## src/rtl/mlp_pkg.sv

```systemverilog
// Shared types and width/saturation helpers for the MLP neuron engine.
package mlp_pkg;

  typedef enum logic [1:0] {
    IDLE  = 2'd0,
    MAC   = 2'd1,
    WRITE = 2'd2,
    DONE  = 2'd3
  } state_e;

  typedef enum logic [1:0] {
    ACT_NONE     = 2'd0,
    ACT_RELU     = 2'd1,
    ACT_LEAKY    = 2'd2,
    ACT_NONE_ALT = 2'd3
  } act_mode_e;

  // Negative slope of the leaky ReLU is 2^-LEAKY_SHIFT.
  localparam int LEAKY_SHIFT = 3;

  // Accumulator must hold N products plus the aligned bias without overflow.
  function automatic int acc_width(input int d, input int wd, input int n);
    return d + wd + $clog2(n + 1);
  endfunction

  // Index width for an array of n entries, never narrower than one bit.
  function automatic int idx_width(input int n);
    return (n <= 1) ? 1 : $clog2(n);
  endfunction

  // Clamp a wide signed value to the d-bit two's complement range.
  function automatic logic signed [63:0] sat_d(input logic signed [63:0] v, input int d);
    logic signed [63:0] hi;
    logic signed [63:0] lo;
    hi = (64'sd1 <<< (d - 1)) - 64'sd1;
    lo = -(64'sd1 <<< (d - 1));
    if (v > hi) return hi;
    else if (v < lo) return lo;
    else return v;
  endfunction

endpackage

```

## src/rtl/mlp_mac_unit.sv

```systemverilog
// One neuron unit: bias preload, multiply-accumulate, then requantise,
// saturate and apply the selected activation to the accumulator.
module mlp_mac_unit
  import mlp_pkg::*;
#(
  parameter int D  = 8,
  parameter int WD = 8,
  parameter int QN = 5,
  parameter int WN = 5,
  parameter int AW = 18
) (
  input  logic                 clk,
  input  logic                 nrst,
  input  logic                 load,
  input  logic                 en,
  input  logic signed [WD-1:0] bias,
  input  logic signed [D-1:0]  act,
  input  logic signed [WD-1:0] weight,
  input  act_mode_e            mode,
  output logic signed [D-1:0]  result
);

  logic signed [D+WD-1:0] prod;
  logic signed [AW-1:0]   prod_ext;
  logic signed [AW-1:0]   bias_ext;
  logic signed [AW-1:0]   acc_reg;
  logic signed [AW-1:0]   acc_shift;
  logic signed [63:0]     shift_wide;
  logic signed [D-1:0]    sat_val;

  // Product carries QN+WN fraction bits; the bias is moved onto the same grid.
  assign prod      = (D+WD)'(act) * (D+WD)'(weight);
  assign prod_ext  = AW'(prod);
  assign bias_ext  = AW'(bias) <<< QN;

  // Drop the weight fraction bits (floor) and clamp to the data range.
  assign acc_shift  = acc_reg >>> WN;
  assign shift_wide = 64'(acc_shift);
  assign sat_val    = D'(sat_d(shift_wide, D));

  // Accumulator: bias preload has priority over accumulation.
  always_ff @(posedge clk or negedge nrst) begin
    if (!nrst) begin
      acc_reg <= '0;
    end else if (load) begin
      acc_reg <= bias_ext;
    end else if (en) begin
      acc_reg <= acc_reg + prod_ext;
    end
  end

  // Activation on the saturated value; leaky keeps the floor of x/8.
  always_comb begin
    result = sat_val;
    case (mode)
      ACT_RELU:  if (sat_val < 0) result = '0;
      ACT_LEAKY: if (sat_val < 0) result = sat_val >>> LEAKY_SHIFT;
      default:   result = sat_val;
    endcase
  end

endmodule

```

## src/rtl/mlp_p_neuron_engine.sv

```systemverilog
// Time-multiplexed MLP inference engine: P neuron units sweep the N neurons
// of each of the M-1 layers in groups, ping-ponging between two activation
// buffers, and present the last layer with a valid/ready handshake.
module mlp_p_neuron_engine
  import mlp_pkg::*;
#(
  parameter int M  = 3,
  parameter int N  = 3,
  parameter int P  = 1,
  parameter int QM = 3,
  parameter int QN = 5,
  parameter int WM = 3,
  parameter int WN = 5
) (
  input  logic                      clk,
  input  logic                      nrst,
  input  logic                      in_valid,
  output logic                      in_ready,
  input  logic signed [QM+QN-1:0]   x [N],
  input  logic [1:0]                act_mode,
  input  logic signed [WM+WN-1:0]   w [M-1][N][N],
  input  logic signed [WM+WN-1:0]   b [M-1][N],
  output logic                      busy,
  output logic                      out_valid,
  input  logic                      out_ready,
  output logic signed [QM+QN-1:0]   outputs [N]
);

  localparam int D  = QM + QN;
  localparam int WD = WM + WN;
  localparam int AW = acc_width(D, WD, N);
  localparam int G  = N / P;
  localparam int NW = idx_width(N);
  localparam int GW = idx_width(G);
  localparam int LW = idx_width(M - 1);

  generate
    if (N % P != 0) begin : g_bad_p
      $error("mlp_p_neuron_engine: N must be a multiple of P");
    end
  endgenerate

  state_e            state_reg;
  act_mode_e         mode_reg;
  logic [LW-1:0]     l_reg;
  logic [LW-1:0]     l_next;
  logic [GW-1:0]     g_reg;
  logic [GW-1:0]     g_next;
  logic [NW-1:0]     k_reg;
  logic              sel_reg;
  logic signed [D-1:0] buf_a_reg [N];
  logic signed [D-1:0] buf_b_reg [N];
  logic signed [D-1:0] wr_vec    [N];
  logic signed [D-1:0] result    [P];
  logic signed [D-1:0] act_cur;
  logic              accept;
  logic              last_k;
  logic              last_group;
  logic              last_layer;
  logic              mac_load;
  logic              mac_en;
  logic [31:0]       base;
  logic [31:0]       base_next;

  assign accept     = (state_reg == IDLE) && in_valid;
  assign last_k     = (k_reg == NW'(N - 1));
  assign last_group = (g_reg == GW'(G - 1));
  assign last_layer = (l_reg == LW'(M - 2));
  assign mac_load   = accept || (state_reg == WRITE);
  assign mac_en     = (state_reg == MAC);
  assign base       = 32'(g_reg) * 32'(P);
  assign base_next  = 32'(g_next) * 32'(P);

  // sel_reg=0 reads layer input from buffer A and writes results into B.
  assign act_cur = sel_reg ? buf_b_reg[k_reg] : buf_a_reg[k_reg];

  // Layer/group that the next bias preload belongs to.
  always_comb begin
    g_next = '0;
    l_next = '0;
    if (state_reg != IDLE) begin
      if (!last_group) begin
        g_next = g_reg + GW'(1);
        l_next = l_reg;
      end else if (!last_layer) begin
        l_next = l_reg + LW'(1);
      end else begin
        l_next = l_reg;
      end
    end
  end

  generate
    for (genvar gi = 0; gi < P; gi++) begin : g_unit
      logic [NW-1:0] row;
      logic [NW-1:0] row_next;
      assign row      = NW'(base + 32'(gi));
      assign row_next = NW'(base_next + 32'(gi));

      mlp_mac_unit #(
        .D (D),
        .WD(WD),
        .QN(QN),
        .WN(WN),
        .AW(AW)
      ) u_mac (
        .clk   (clk),
        .nrst  (nrst),
        .load  (mac_load),
        .en    (mac_en),
        .bias  (b[l_next][row_next]),
        .act   (act_cur),
        .weight(w[l_reg][row][k_reg]),
        .mode  (mode_reg),
        .result(result[gi])
      );
    end
  endgenerate

  // Next contents of the write buffer: earlier groups kept, current group replaced.
  always_comb begin
    for (int i = 0; i < N; i++) begin
      wr_vec[i] = sel_reg ? buf_a_reg[i] : buf_b_reg[i];
    end
    for (int p = 0; p < P; p++) begin
      wr_vec[NW'(base + 32'(p))] = result[p];
    end
  end

  // Control FSM with counters and registered handshake outputs.
  always_ff @(posedge clk or negedge nrst) begin
    if (!nrst) begin
      state_reg <= IDLE;
      mode_reg  <= ACT_NONE;
      in_ready  <= 1'b1;
      busy      <= 1'b0;
      out_valid <= 1'b0;
      l_reg     <= '0;
      g_reg     <= '0;
      k_reg     <= '0;
      sel_reg   <= 1'b0;
    end else begin
      case (state_reg)
        IDLE: begin
          if (in_valid) begin
            state_reg <= MAC;
            mode_reg  <= act_mode_e'(act_mode);
            in_ready  <= 1'b0;
            busy      <= 1'b1;
            l_reg     <= '0;
            g_reg     <= '0;
            k_reg     <= '0;
            sel_reg   <= 1'b0;
          end
        end
        MAC: begin
          if (last_k) begin
            k_reg     <= '0;
            state_reg <= WRITE;
          end else begin
            k_reg <= k_reg + NW'(1);
          end
        end
        WRITE: begin
          k_reg <= '0;
          g_reg <= g_next;
          l_reg <= l_next;
          if (last_group && last_layer) begin
            state_reg <= DONE;
            busy      <= 1'b0;
            out_valid <= 1'b1;
          end else begin
            if (last_group) sel_reg <= ~sel_reg;
            state_reg <= MAC;
          end
        end
        DONE: begin
          if (out_ready) begin
            state_reg <= IDLE;
            out_valid <= 1'b0;
            in_ready  <= 1'b1;
          end
        end
        default: state_reg <= IDLE;
      endcase
    end
  end

  // Activation buffers and the output register.
  always_ff @(posedge clk or negedge nrst) begin
    if (!nrst) begin
      for (int i = 0; i < N; i++) begin
        buf_a_reg[i] <= '0;
        buf_b_reg[i] <= '0;
        outputs[i]   <= '0;
      end
    end else if (accept) begin
      for (int i = 0; i < N; i++) buf_a_reg[i] <= x[i];
    end else if (state_reg == WRITE) begin
      for (int i = 0; i < N; i++) begin
        if (sel_reg) buf_a_reg[i] <= wr_vec[i];
        else         buf_b_reg[i] <= wr_vec[i];
      end
      if (last_group && last_layer) begin
        for (int i = 0; i < N; i++) outputs[i] <= wr_vec[i];
      end
    end
  end

endmodule
```

## config.mk

```make
export PLATFORM = sky130hd
export DESIGN_NAME = mlp_p_neuron_engine
export DESIGN_NICKNAME = d
export VERILOG_FILES = /design/src/rtl/mlp_pkg.sv /design/src/rtl/mlp_mac_unit.sv /design/src/rtl/mlp_p_neuron_engine.sv
export SDC_FILE = /design/constraint.sdc
export NUM_CORES = 1
export LEC_CHECK = 0
export ABC_AREA = 1
export BUFFER_PORTS_ARGS = -buffer_cell sky130_fd_sc_hd__buf_4
export CORE_UTILIZATION = 30
export DETAILED_ROUTE_END_ITERATION = 8
export GPL_ROUTABILITY_DRIVEN = 0
export PLACE_DENSITY = 0.49
export SKIP_CTS_REPAIR_TIMING = 1
export SYNTH_ARGS = -nofsm -noshare
export SYNTH_HDL_FRONTEND = slang
export SYNTH_SLANG_ARGS = --single-unit
```

## constraint.sdc

```tcl
create_clock -name clk -period 13.8 [get_ports clk]
set_clock_uncertainty 0.1 [all_clocks]
set_input_delay 2.76 -clock clk [delete_from_list [all_inputs] [get_ports clk]]
set_output_delay 2.76 -clock clk [all_outputs]
set_load 0.02 [all_outputs]
```

Yosys cells after proc, flatten, opt, wreduce, memory -nomap -nowiden
Cells that the tools add are included.
Widths: inputs -> output; s select.
Storage, ports and cells
  flip-flop bits (word level): 103
  bits in latches: 0
  memory bits (writable): 0
  memory bits (read-only): 0
  input bits: 222
  output and inout port bits: 27
  word-level logic and storage cells: 144
  memories: 0
Operators by class
  add/sub/neg operators: 4
  multipliers: 1
  div/mod/pow operators: 0
  $lt $le $gt $ge: 9
  equality and inequality tests: 13
  shift operators: 0
  multiplexer cells: 67
  bitwise logic cells: 7
  reductions and logical operators: 24
Operator list (count)
  $mux 72: 3
  $mux 24: 7
  $mux 8: 19
  $bmux 8 s2: 4
  $bmux 24 s2: 1
  $mux 18: 2
  $bwmux 24: 1
  $add 18x16->18: 1
  $reduce_and 3->1: 6
  $demux 8 s2: 1
  $mul 8x8->16: 1
  $mux 2: 8
  $pmux 8 s2: 1
  $reduce_bool 2->1: 7
  $gt 13x8->1 const B: 1
  $lt 13x8->1 const B: 1
  $mux 1: 11
  $eq 2x2->1 const B: 5
  $ne 2x2->1 const B: 5
  $pmux 1 s2: 5
  $ge 3x3->1 const B: 3
  $not 2->3: 3
  $lt 8x1->1 const B: 1
  $pmux 2 s4: 1
  17 further kinds: 27

Logic depth before layout (Yosys ltp)
Gate-level depths: netlist (run 1).
  depth in word-level cells: 14
  mapped depth: 36
  depth with buffers taken out: 35

Hierarchy
From an unflattened synthesis (run 1), not the netlist that was laid out.
Second synthesis, totals
  cell total of the unflattened synthesis: 1621
  area total of the unflattened synthesis: 10795.4 µm²
Modules (own cells, without submodules)
  mlp_p_neuron_engine: times used 1, cells each 1034, area each 6311.1 µm², seq. area each 2128.3 µm²
  mlp_mac_unit: times used 1, cells each 587, area each 4484.3 µm², seq. area each 450.4 µm²

Least setup slack after synthesis (run 1)
No wires, ideal clock.
  path type: input to register
  start point: input w[87] in the netlist's numbering
  end point: register g_unit[0].u_mac.acc_reg[10]
  arrival time: 7.117 ns
  data required time: 13.575 ns
  slack: 6.459 ns
  stages on the path: 23
  cell sequence: nor2_1 -> nor2_1 -> o21ai_0 -> o211ai_1 -> nand2_1 -> nand2_1 -> nor2_2 -> or2_1 -> fa_1 -> fa_1 -> inv_1 -> fa_1 -> fa_1 -> fa_1 -> ha_1 -> nand3_1 -> nand2_1 -> nand2_1 -> nand2_1 -> a21oi_1 -> or2_2 -> nand3_1 -> nand3_1
Between the ends
  word-level cells in the longest chain between the ends: 13
Ends and longest elaborated chain
  from (decl): RTL line mlp_p_neuron_engine.sv:21  | input logic signed [WM+WN-1:0] w [M-1][N][N],
  $mux 72 (not written as such) (3 in a row): RTL line mlp_p_neuron_engine.sv:113  | .weight(w[l_reg][row][k_reg]),
  $bmux 24 s2: RTL line mlp_p_neuron_engine.sv:113
  $mux 24 (not written as such) (2 in a row): RTL line mlp_p_neuron_engine.sv:113
  $bmux 8 s2: RTL line mlp_p_neuron_engine.sv:113
  $mux 8 (not written as such) (2 in a row): RTL line mlp_p_neuron_engine.sv:113
  $mul 8x8->16: RTL line mlp_mac_unit.sv:32  | assign prod = (D+WD)'(act) * (D+WD)'(weight);
  $add 18x16->18: RTL line mlp_mac_unit.sv:48  | acc_reg <= acc_reg + prod_ext;
  $mux 18: RTL line mlp_mac_unit.sv:47  | end else if (en) begin
  $mux 18: RTL line mlp_mac_unit.sv:45  | end else if (load) begin
  to (signal assigned): RTL line mlp_mac_unit.sv:46  | acc_reg <= bias_ext;
  to (signal assigned): RTL line mlp_mac_unit.sv:48
  to (decl): RTL line mlp_mac_unit.sv:26  | logic signed [AW-1:0] acc_reg;
No other way between the ends. The select of a mux whose other input is x is not followed.
A chain may end at the register's enable or synchronous reset.

Final worst setup path (run 1)
  start point: input w[88] in the netlist's numbering
  end point: register g_unit[0].u_mac.acc_reg[17]
The elaborated chain is that of the path after synthesis.

==> results of run 1 <==
per-stage QoR:
| step | util (%) | cells | hold WS, ns | cell area, um^2 |
|---|---|---|---|---|
| 2_1_floorplan | - | 1500 | 0.349 | 10400 |
| 3_3_place_gp | 37.4 | 2147 | 0.362 | 12700 |
| 3_5_place_dp | 37.4 | 2147 | 0.364 | 12700 |
| 4_1_cts | 38.4 | 2163 | 0.385 | 13000 |
| 5_1_grt | 38.4 | 2163 | 0.400 | 13000 |
| 6_report | 38.4 | 2163 | 0.382 | 13000 |
worst max-delay path: cells and delay by family:
kind	cells	cell delay, ns
AO/OA/AOI/OAI	3	0.67
AND/OR/NAND/NOR	14	1.32
adder cells (fa/ha/maj)	6	2.68
buffers and inverters	2	0.56
cell families after synthesis:
| family | Yosys count | synth area share (%) |
|---|---|---|
| xor+xnor | 7 | 0.590 |
| fa+ha+maj | 124 | 20.7 |
| compound gates | 315 | 17.2 |
| simple gates | 664 | 25.9 |
| flops | 103 | 24.8 |
| buf+inv | 287 | 10.8 |
area by class of cell:
cell class,count,area [um^2]
fill,3658,20800
timing repair buffer,264,1980
clock inverter,7,91.3
clock buffer,9,225
multi-input combinational,1110,6700
sequential,103,2580
inverter,222,833
tap,448,561
final timing paths:
kind	from	endpoint	slack [ns]
max	w[88]	g_unit[0].u_mac.acc_reg[17]$_DFFE_PN0P_	5.98
min	buf_a_reg[5]$_DFFE_PN0P_	buf_a_reg[5]$_DFFE_PN0P_	0.38
max reg2reg	l_reg$_DFFE_PN0P_	g_unit[0].u_mac.acc_reg[17]$_DFFE_PN0P_	7.35
min reg2reg	buf_a_reg[5]$_DFFE_PN0P_	buf_a_reg[5]$_DFFE_PN0P_	0.38
max in group asynchronous	nrst	l_reg$_DFFE_PN0P_	10.07
min in group asynchronous	nrst	outputs[12]$_DFFE_PN0P_	2.38
per-layer routing:
layer / vias to the layer above / track usage (%) / wire length (um)
met3: 43 / 2.45 / 2080
met4: 0 / 6.32 / 787
met2: 351 / 36.1 / 17400
li1: 5190 / - / -
met5: - / 0 / 0
met1: 4964 / 28.9 / 16800
layout by cell type, fill, tap and decap left out, types with 2 or more instances in the layout:
cell | Yosys | layout
a21oi_1 | 26 | 26
a221oi_1 | 2 | 2
a31oi_1 | 4 | 4
a32oi_1 | 2 | 2
buf_4 | 3 | 264
clkbuf_16 | 0 | 9
clkinv_8 | 0 | 3
dfrtp_1 | 102 | 101
fa_1 | 80 | 80
ha_1 | 44 | 44
inv_1 | 211 | 210
inv_2 | 10 | 11
inv_6 | 0 | 3
nand2_1 | 420 | 420
nand2_2 | 3 | 3
nand3_1 | 53 | 53
nand3_2 | 7 | 7
nand4_1 | 4 | 4
nor2_1 | 157 | 157
nor2_2 | 6 | 6
nor2_4 | 4 | 4
o211ai_1 | 14 | 14
o21ai_0 | 201 | 201
o21ai_1 | 7 | 7
o21bai_1 | 7 | 7
o221ai_1 | 27 | 27
o22ai_1 | 18 | 18
or2_1 | 3 | 3
or2_2 | 5 | 5
xnor2_1 | 4 | 4
xor2_1 | 3 | 3
==> impl_metrics.tcl, run 1 <==
set metrics [dict create \
    portBuffers 248 \
    clock_path_buffers 2 \
    arrival_ns 7.98 \
    hold_depth 2 \
    crit_path_end_kind "flop" \
    crit_path_top_delay_cell "fa_1" \
    ys_seq_area_share_pct 24.8 \
    syn-num-nets 1846 \
    die_area_mm2 0.0354 \
    cts_made_buffers 9 \
    hold_path_class "reg -> reg" \
    critical-path-max-stage-delay_ns 0.55 \
    synth_cell_types 41 \
    core_mm2 0.0338 \
    timing.fmax_ghz 0.128 \
    cpMostUsedCell "nand2_1" \
    synth_edf_count 0 \
    netlist_top_cells_count "420 x nand2_1, 211 x inv_1, 201 x o21ai_0, 157 x nor2_1, 102 x dfrtp_1" \
    drv_cap 0 \
    die_h_um 188 \
    setup_tns_ns 0 \
    drtIter0Drc 578 \
    ys_seq_elements 103 \
    die_w_um 188 \
    max_slew_margin_pct 35.3 \
    placementRows 67 \
    area_delta_synth_final_pct 24.7 \
    first_pass_iters 5 \
    drc 0 \
    first_global_vias 10700 \
    overflow 0 \
    tightest_slew_ns 0.967 \
    clk_pin_slew_ns 0.09 \
    synthFlopType "dfrtp_1" \
    rsz0062_at_grt "false" \
    antenna_found_initial 0 \
    crit_required_ns 13.96 \
    netlist_instances 1500 \
    wl_per_cell_um 17.1 \
    viasPerCell 4.88 \
    min_period_ns 7.82 \
    finalNetCount 2056 \
    dp_hpwl_um 28700 \
    status "completed" \
    drive_gt1_share_pct 18.6 \
    vias 10500 \
    finalCritPeriodShare_pct 56.7 \
    cts_root_buf "clkbuf_16" \
    grt_pass1_wl_um 59200 \
    crit_type "in -> reg" \
    yosysWarningCount 0 \
    async_flop_share_pct 100 \
    syn_area_per_cell_um2 6.93 \
    cts_tree "yes" \
    cts-htree-levels 3 \
    clk_latency_ns 0.37 \
    cp-start-kind "input pin" \
    initial_core_util_pct 30.8 \
    grt_max_degree 75 \
    ant_nets 0 \
    worst_slack_ns 5.98 \
    yosysTopAreaCell "dfrtp_1" \
    synth.most_common_cell "nand2_1" \
    ios 249 \
    cp_max_fo 10 \
    setup_violations 0 \
    synth_area_leaders "dfrtp_1 25%, fa_1 15%, nand2_1 15%, o21ai_0 9.7%, inv_1 7.6%" \
    pre_cts_ws_ns 5.67 \
    hold_viol 0 \
    r2r_cells 25 \
    diodes 0 \
    wl_um 37100 \
    clock-sinks 103 \
    synth_area_mm2 0.0104 \
    grtUsageTotal_pct 21.5 \
    yosysTopAreaCellShare_pct 24.6 \
    report.final.slew_viol_count 0 \
]
Power of run 1 is not shown: default switching activity piles up to over one toggle a cycle in this logic, so the estimate is an artifact.
==> inputs of run 2 (changes only) <==
--- a/config.mk
+++ b/config.mk
@@ -5,7 +5,7 @@
 export SDC_FILE = /design/constraint.sdc
 export NUM_CORES = 1
 export LEC_CHECK = 0
-export ABC_AREA = 1
+export ABC_AREA = 0
 export BUFFER_PORTS_ARGS = -buffer_cell sky130_fd_sc_hd__buf_4
 export CORE_UTILIZATION = 30
 export DETAILED_ROUTE_END_ITERATION = 8
==> constraint.sdc (replaced) <==
create_clock -name clk -period 7.6 [get_ports clk]
set_clock_uncertainty 0.1 [all_clocks]
set_input_delay 1.52 -clock clk [delete_from_list [all_inputs] [get_ports clk]]
set_output_delay 1.52 -clock clk [all_outputs]
set_load 0.02 [all_outputs]
==> run 2 against run 1 <==
Compared with the run above:
- core utilization down 0.22 points
- critical path depth is 3 lower
- highest routed layer unchanged
- synthesized area down 1.3%
- worst hold slack gained 0.0075 ns
- design area fell by 1.1%
- die area fell by 1.3%
- largest cell class unchanged
==> impl_metrics.tcl, run 2 <==
set metrics [dict create \
    yosysTopAreaCellShare_pct 24.9 \
    synthFlopType "dfrtp_1" \
    wl_per_cell_um 19.5 \
    drc 0 \
    crit_path_top_delay_cell "fa_1" \
    r2r_cells 21 \
    antenna_found_initial 0 \
    regToRegEndpoint "g_unit[0].u_mac.acc_reg[15]$_DFFE_PN0P_" \
    first_pass_iters 6 \
    synth_area_mm2 0.0103 \
    cp_max_fo 8 \
    synth_area_leaders "dfrtp_1 25%, fa_1 16%, mux2i_1 8.4%, ha_1 5.4%, nor2_1 4.0%" \
    crit_required_ns 7.77 \
    cts_tree "yes" \
    synth_top_family_by_area "compound AO/OA/AOI/OAI gates" \
    yosys.area_share.xor_xnor_pct 1.37 \
    regArea_mm2 0.00258 \
    portBuffers 248 \
    path_delay_family "adder cells" \
    diodes 0 \
    synth-compound-area-share_pct 21.1 \
    crit_type "in -> reg" \
    crit_path_end_kind "flop" \
    syn-num-nets 1471 \
    clk_pin_slew_ns 0.07 \
    cts_made_buffers 9 \
    viasPerCell 5.05 \
    first_global_vias 9442 \
    drive_gt1_share_pct 25.3 \
    final_common_cell "buf_4" \
    place_inst 1778 \
    grtUsageTotal_pct 20.3 \
    ant_nets 0 \
    drv_cap 0 \
    vias 9055 \
    core_mm2 0.0336 \
    cpMostUsedCell "fa_1" \
    report.final.slew_viol_count 0 \
    ff2ff_setup_slack_ns 0.77 \
    worstHoldEndpoint "outputs[22]$_DFFE_PN0P_" \
    ios 249 \
    rsz0062_at_grt "false" \
    drtIter0Drc 495 \
    worstPathCellList "buf_4, mux2i_1, nor2_1, a21oi_1, mux4_2, o21ai_2, nand2_1, fa_1, inv_1, fa_1, inv_1, fa_1, inv_1, fa_1, fa_1, ha_1, o21ai_1, o21ai_1, a311oi_1, o31a_1, or4_1, o211ai_1" \
    netlist_top_cells_count "110 x nor2_1, 102 x dfrtp_1, 97 x nand2_1, 91 x inv_1, 86 x mux2i_1" \
    hold_path_class "reg -> reg" \
    cts-htree-levels 3 \
    synth-simple-area-share_pct 12.7 \
    netlist_instances 1125 \
    finalCritPeriodShare_pct 93.1 \
    syn_area_per_cell_um2 9.12 \
    setup_violations 0 \
    die_w_um 187 \
    timing.fmax_ghz 0.141 \
    min_from "outputs[22]$_DFFE_PN0P_" \
    cp-start-kind "input pin" \
    yosysWarningCount 0 \
    synth_cell_types 67 \
    setup_tns_ns 0 \
    synth.most_common_cell "nor2_1" \
    critical-path-max-stage-delay_ns 0.56 \
    dp_hpwl_um 27900 \
    die_area_mm2 0.0350 \
    overflow 0 \
    grt_max_degree 69 \
    wl_um 35000 \
    initial_core_util_pct 30.5 \
    hold_viol 0 \
    grt_pass1_wl_um 55300 \
    instances_no_fill 1794 \
    status "completed" \
    finalNetCount 1687 \
    clock_path_buffers 2 \
    clock-sinks 103 \
    die_h_um 187 \
    muxShareOfSynthArea_pct 11.6 \
    cts_root_buf "clkbuf_16" \
    multi_input_area_mm2 0.00695 \
    r2r-start "g_reg[1]$_DFFE_PN0P_" \
    area_delta_synth_final_pct 25.0 \
    min_period_ns 7.08 \
    synth_fa_ha_area_share_pct 21.0 \
    ys_seq_elements 103 \
    fillers 3497 \
    clk_latency_ns 0.35 \
    layout_common_cells "274 x buf_4, 110 x nor2_1, 99 x dfrtp_1" \
    async_flop_share_pct 100 \
    placementRows 67 \
    arrival_ns 7.25 \
    tightest_slew_ns 1.20 \
    synth_edf_count 0 \
    crit_buf_inv 4 \
    ys_seq_area_share_pct 25.1 \
    max_slew_margin_pct 20.1 \
    yosysTopAreaCell "dfrtp_1" \
    hold_depth 1 \
]
[run 2: cell count changes in the layout (fill, tap and decap cells not counted), moves of 24 or more]
cell,before,now
a21oi_1,26,68
a2bb2oi_1,0,24
inv_1,210,91
mux2i_1,0,86
nand2_1,420,97
nand3_1,53,10
nor2_1,157,110
o21ai_0,201,82
[run 2: stage by stage]
step           util, %  hold WS [ns]  area (um^2)  setup slack (ns)
3_3_place_gp      37.3         0.370        12500             0.240
5_1_grt           38.2         0.415        12800             0.270
6_report          38.2         0.390        12800             0.522
2_1_floorplan        -         0.367        10300             0.781
4_1_cts           38.2         0.394        12800             0.574
3_5_place_dp      37.3         0.373        12500             0.217
[run 2: layout make-up]
cell class | count | area share [%]
timing repair buffer | 276 | 16.3
sequential | 103 | 20.1
inverter | 92 | 2.69
multi-input combinational | 859 | 54.2
tap | 448 | 4.37
clock buffer | 10 | 1.78
clock inverter | 6 | 0.458
[run 2: worst reg2reg max path, delay by kind of cell, from the launching register on]
kind	cells	cell delay, ns
AOI/OAI and AO/OA	7	1.51
adders and majority gates	6	2.82
buffers and inverters	4	0.48
DFF	1	0.51
muxes	1	0.50
and+or+nand+nor	3	0.82
[run 2: worst max path at each step]
stage | depth (start not counted) | slack, ns | start | to
global placement | 23 | 0.24 | w[49] | g_unit[0].u_mac.acc_reg[10]$_DFFE_PN0P_
finish | 22 | 0.52 | w[49] | g_unit[0].u_mac.acc_reg[15]$_DFFE_PN0P_
global route | 22 | 0.27 | w[0] | g_unit[0].u_mac.acc_reg[15]$_DFFE_PN0P_
floorplan | 18 | 0.78 | w[0] | g_unit[0].u_mac.acc_reg[15]$_DFFE_PN0P_
CTS | 23 | 0.57 | w[0] | g_unit[0].u_mac.acc_reg[10]$_DFFE_PN0P_
detailed placement | 22 | 0.22 | w[49] | g_unit[0].u_mac.acc_reg[15]$_DFFE_PN0P_
[run 2: kinds of logic (layout without fill, tap and decap cells)]
family                   after synthesis  count (layout)
AND/OR/NAND/NOR                      288             288
AO/OA/AOI/OAI                        325             325
flip-flops                           103             103
XOR/XNOR                              16              16
multiplexers                         106             106
adder cells (fa/ha/maj)              124             124
buffers and inverters                163             384
[run 2: routing by layer]
metal  vias up  wire length, um  GRT usage (%)  part of all wire, %
li1       4350                -              -                    -
met4         0              535           4.13                  1.5
met3        34             1430           2.29                  4.1
met2       226            16600           33.7                   47
met1      4445            16400           28.5                   47
met5         -                0              0                    0
Power of run 2 is left out for the same reason.
==> inputs of run 3 (changes only) <==
--- a/config.mk
+++ b/config.mk
@@ -7,6 +7,8 @@
 export LEC_CHECK = 0
 export ABC_AREA = 0
 export BUFFER_PORTS_ARGS = -buffer_cell sky130_fd_sc_hd__buf_4
+export CORE_ASPECT_RATIO = 2
+export CORE_MARGIN = 8
 export CORE_UTILIZATION = 30
 export DETAILED_ROUTE_END_ITERATION = 8
 export GPL_ROUTABILITY_DRIVEN = 0
==> run 3 against run 2 <==
Compared with the run above:
- count of clock-buffer cells in the layout decreased by 1
- first-iteration DRC count increased by 14%
- flip-flop and latch count stayed put
- register-to-register slack worse by 0.12 ns
- sequential share of layout area down 0.065 points
- worst hold slack lost 0.0053 ns
==> impl_metrics.tcl, run 3 (synthesized netlist as in run 2, its figures left out) <==
set metrics [dict create \
    setup_tns_ns 0 \
    initial_core_util_pct 30.2 \
    grtUsageTotal_pct 18.7 \
    r2r_cells 21 \
    finalNetCount 1691 \
    cts-htree-levels 3 \
    first_global_vias 9767 \
    die_h_um 278 \
    status "completed" \
    cts_tree "yes" \
    first_pass_iters 5 \
    grt_pass1_wl_um 59100 \
    viasPerCell 5.20 \
    grt_max_degree 76 \
    crit_type "reg -> reg" \
    die_area_mm2 0.0407 \
    cp_max_fo 54 \
    wl_um 38300 \
    tightest_slew_ns 1.14 \
    report.final.slew_viol_count 0 \
    clk_pin_slew_ns 0.08 \
    final_common_cell "buf_4" \
    area_delta_synth_final_pct 25.4 \
    drc 0 \
    antenna_found_initial 1 \
    hold_depth 1 \
    setup_violations 0 \
    timing.fmax_ghz 0.144 \
    regToRegEndpoint "g_unit[0].u_mac.acc_reg[15]$_DFFE_PN0P_" \
    cp-start-kind "flop" \
    r2r-start "g_reg[1]$_DFFE_PN0P_" \
    crit_buf_inv 4 \
    crit_path_end_kind "flop" \
    startpoint "g_reg[1]$_DFFE_PN0P_" \
    rsz0062_at_grt "false" \
    path_delay_family "adder cells" \
    cts_made_buffers 9 \
    critical-path-max-stage-delay_ns 0.79 \
    hold_viol 0 \
    portBuffers 248 \
    cts_root_buf "clkbuf_16" \
    ant_nets 0 \
    clk_latency_ns 0.38 \
    core_mm2 0.0340 \
    crit_required_ns 7.80 \
    diodes 0 \
    ios 249 \
    max_slew_margin_pct 24.1 \
    worstPathCellList "nor2b_4, buf_12, a21oi_1, mux4_2, o21ai_2, nand2b_1, fa_1, inv_1, fa_1, inv_1, fa_1, inv_1, fa_1, fa_1, ha_1, o21ai_1, o21ai_1, a311oi_1, o31a_1, or4_1, o211ai_1" \
    clock_path_buffers 2 \
    worstHoldEndpoint "outputs[21]$_DFFE_PN0P_" \
    ff2ff_setup_slack_ns 0.65 \
    drv_cap 0 \
    fillers 3482 \
    placementRows 96 \
    crit_path_top_delay_cell "dfrtp_4" \
    cpMostUsedCell "fa_1" \
    clock-sinks 103 \
    layout_common_cells "279 x buf_4, 110 x nor2_1, 99 x dfrtp_1" \
    overflow 0 \
    die_w_um 147 \
    dp_hpwl_um 30900 \
    vias 9306 \
    drive_gt1_share_pct 25.6 \
    min_from "outputs[21]$_DFFE_PN0P_" \
    min_period_ns 6.95 \
    arrival_ns 7.15 \
    finalCritPeriodShare_pct 91.5 \
    hold_path_class "reg -> reg" \
    drtIter0Drc 564 \
    wl_per_cell_um 21.4 \
]
==> run 3: cell types whose count changed in the layout (fill, tap and decap cells not counted) <==
cell,delta
buf_12,-1
buf_4,+5
clkbuf_1,-1
clkinv_2,-4
clkinv_4,+1
clkinv_8,+1
inv_6,+1
inv_8,+2
==> run 3: how the worst max path moves through the flow <==
stage,end,slack (ns),cells past startpoint
3_5_place_dp,g_unit[0].u_mac.acc_reg[15]$_DFFE_PN0P_,0.31,20
4_1_cts,g_unit[0].u_mac.acc_reg[15]$_DFFE_PN0P_,0.67,20
3_3_place_gp,g_unit[0].u_mac.acc_reg[15]$_DFFE_PN0P_,0.32,20
5_1_grt,g_unit[0].u_mac.acc_reg[15]$_DFFE_PN0P_,0.34,19
2_1_floorplan,g_unit[0].u_mac.acc_reg[15]$_DFFE_PN0P_,0.78,18
6_report,g_unit[0].u_mac.acc_reg[15]$_DFFE_PN0P_,0.65,21
==> run 3: metal layers <==
metal	global-route usage [%]	vias up	wire length, um
met5	0	-	13
met4	6.22	2	1070
met3	4.81	44	3300
met2	31.3	438	18200
met1	22.9	4466	15800
li1	-	4356	-
==> run 3: cell type report <==
cell class	instances	area (um^2)	share of cell area, %
multi-input combinational	859	6950	54.0
sequential	103	2580	20.1
timing repair buffer	280	2110	16.4
tap	441	552	4.29
inverter	92	345	2.68
clock buffer	9	225	1.75
clock inverter	7	95.1	0.739
==> run 3: worst reg2reg max path, cell delays in order (launching register included) <==
cell,delay (ns)
dfrtp_4,0.79
nor2b_4,0.25
buf_12,0.26
a21oi_1,0.20
mux4_2,0.52
o21ai_2,0.32
nand2b_1,0.13
fa_1,0.51
inv_1,0.05
fa_1,0.49
inv_1,0.05
fa_1,0.47
inv_1,0.05
fa_1,0.45
fa_1,0.48
ha_1,0.35
o21ai_1,0.12
o21ai_1,0.28
a311oi_1,0.18
o31a_1,0.31
or4_1,0.40
o211ai_1,0.10
==> run 3: per-stage QoR <==
step	cell area (um^2)	setup slack, ns	std cells	hold WS, ns	util [%]
3_3_place_gp	12600	0.322	1775	0.368	36.9
4_1_cts	12900	0.665	1791	0.392	37.9
6_report	12900	0.650	1791	0.384	37.9
2_1_floorplan	10300	0.781	1125	0.367	-
5_1_grt	12900	0.336	1791	0.407	37.9
3_5_place_dp	12600	0.308	1775	0.366	36.9
Power of run 3 is left out for the same reason.
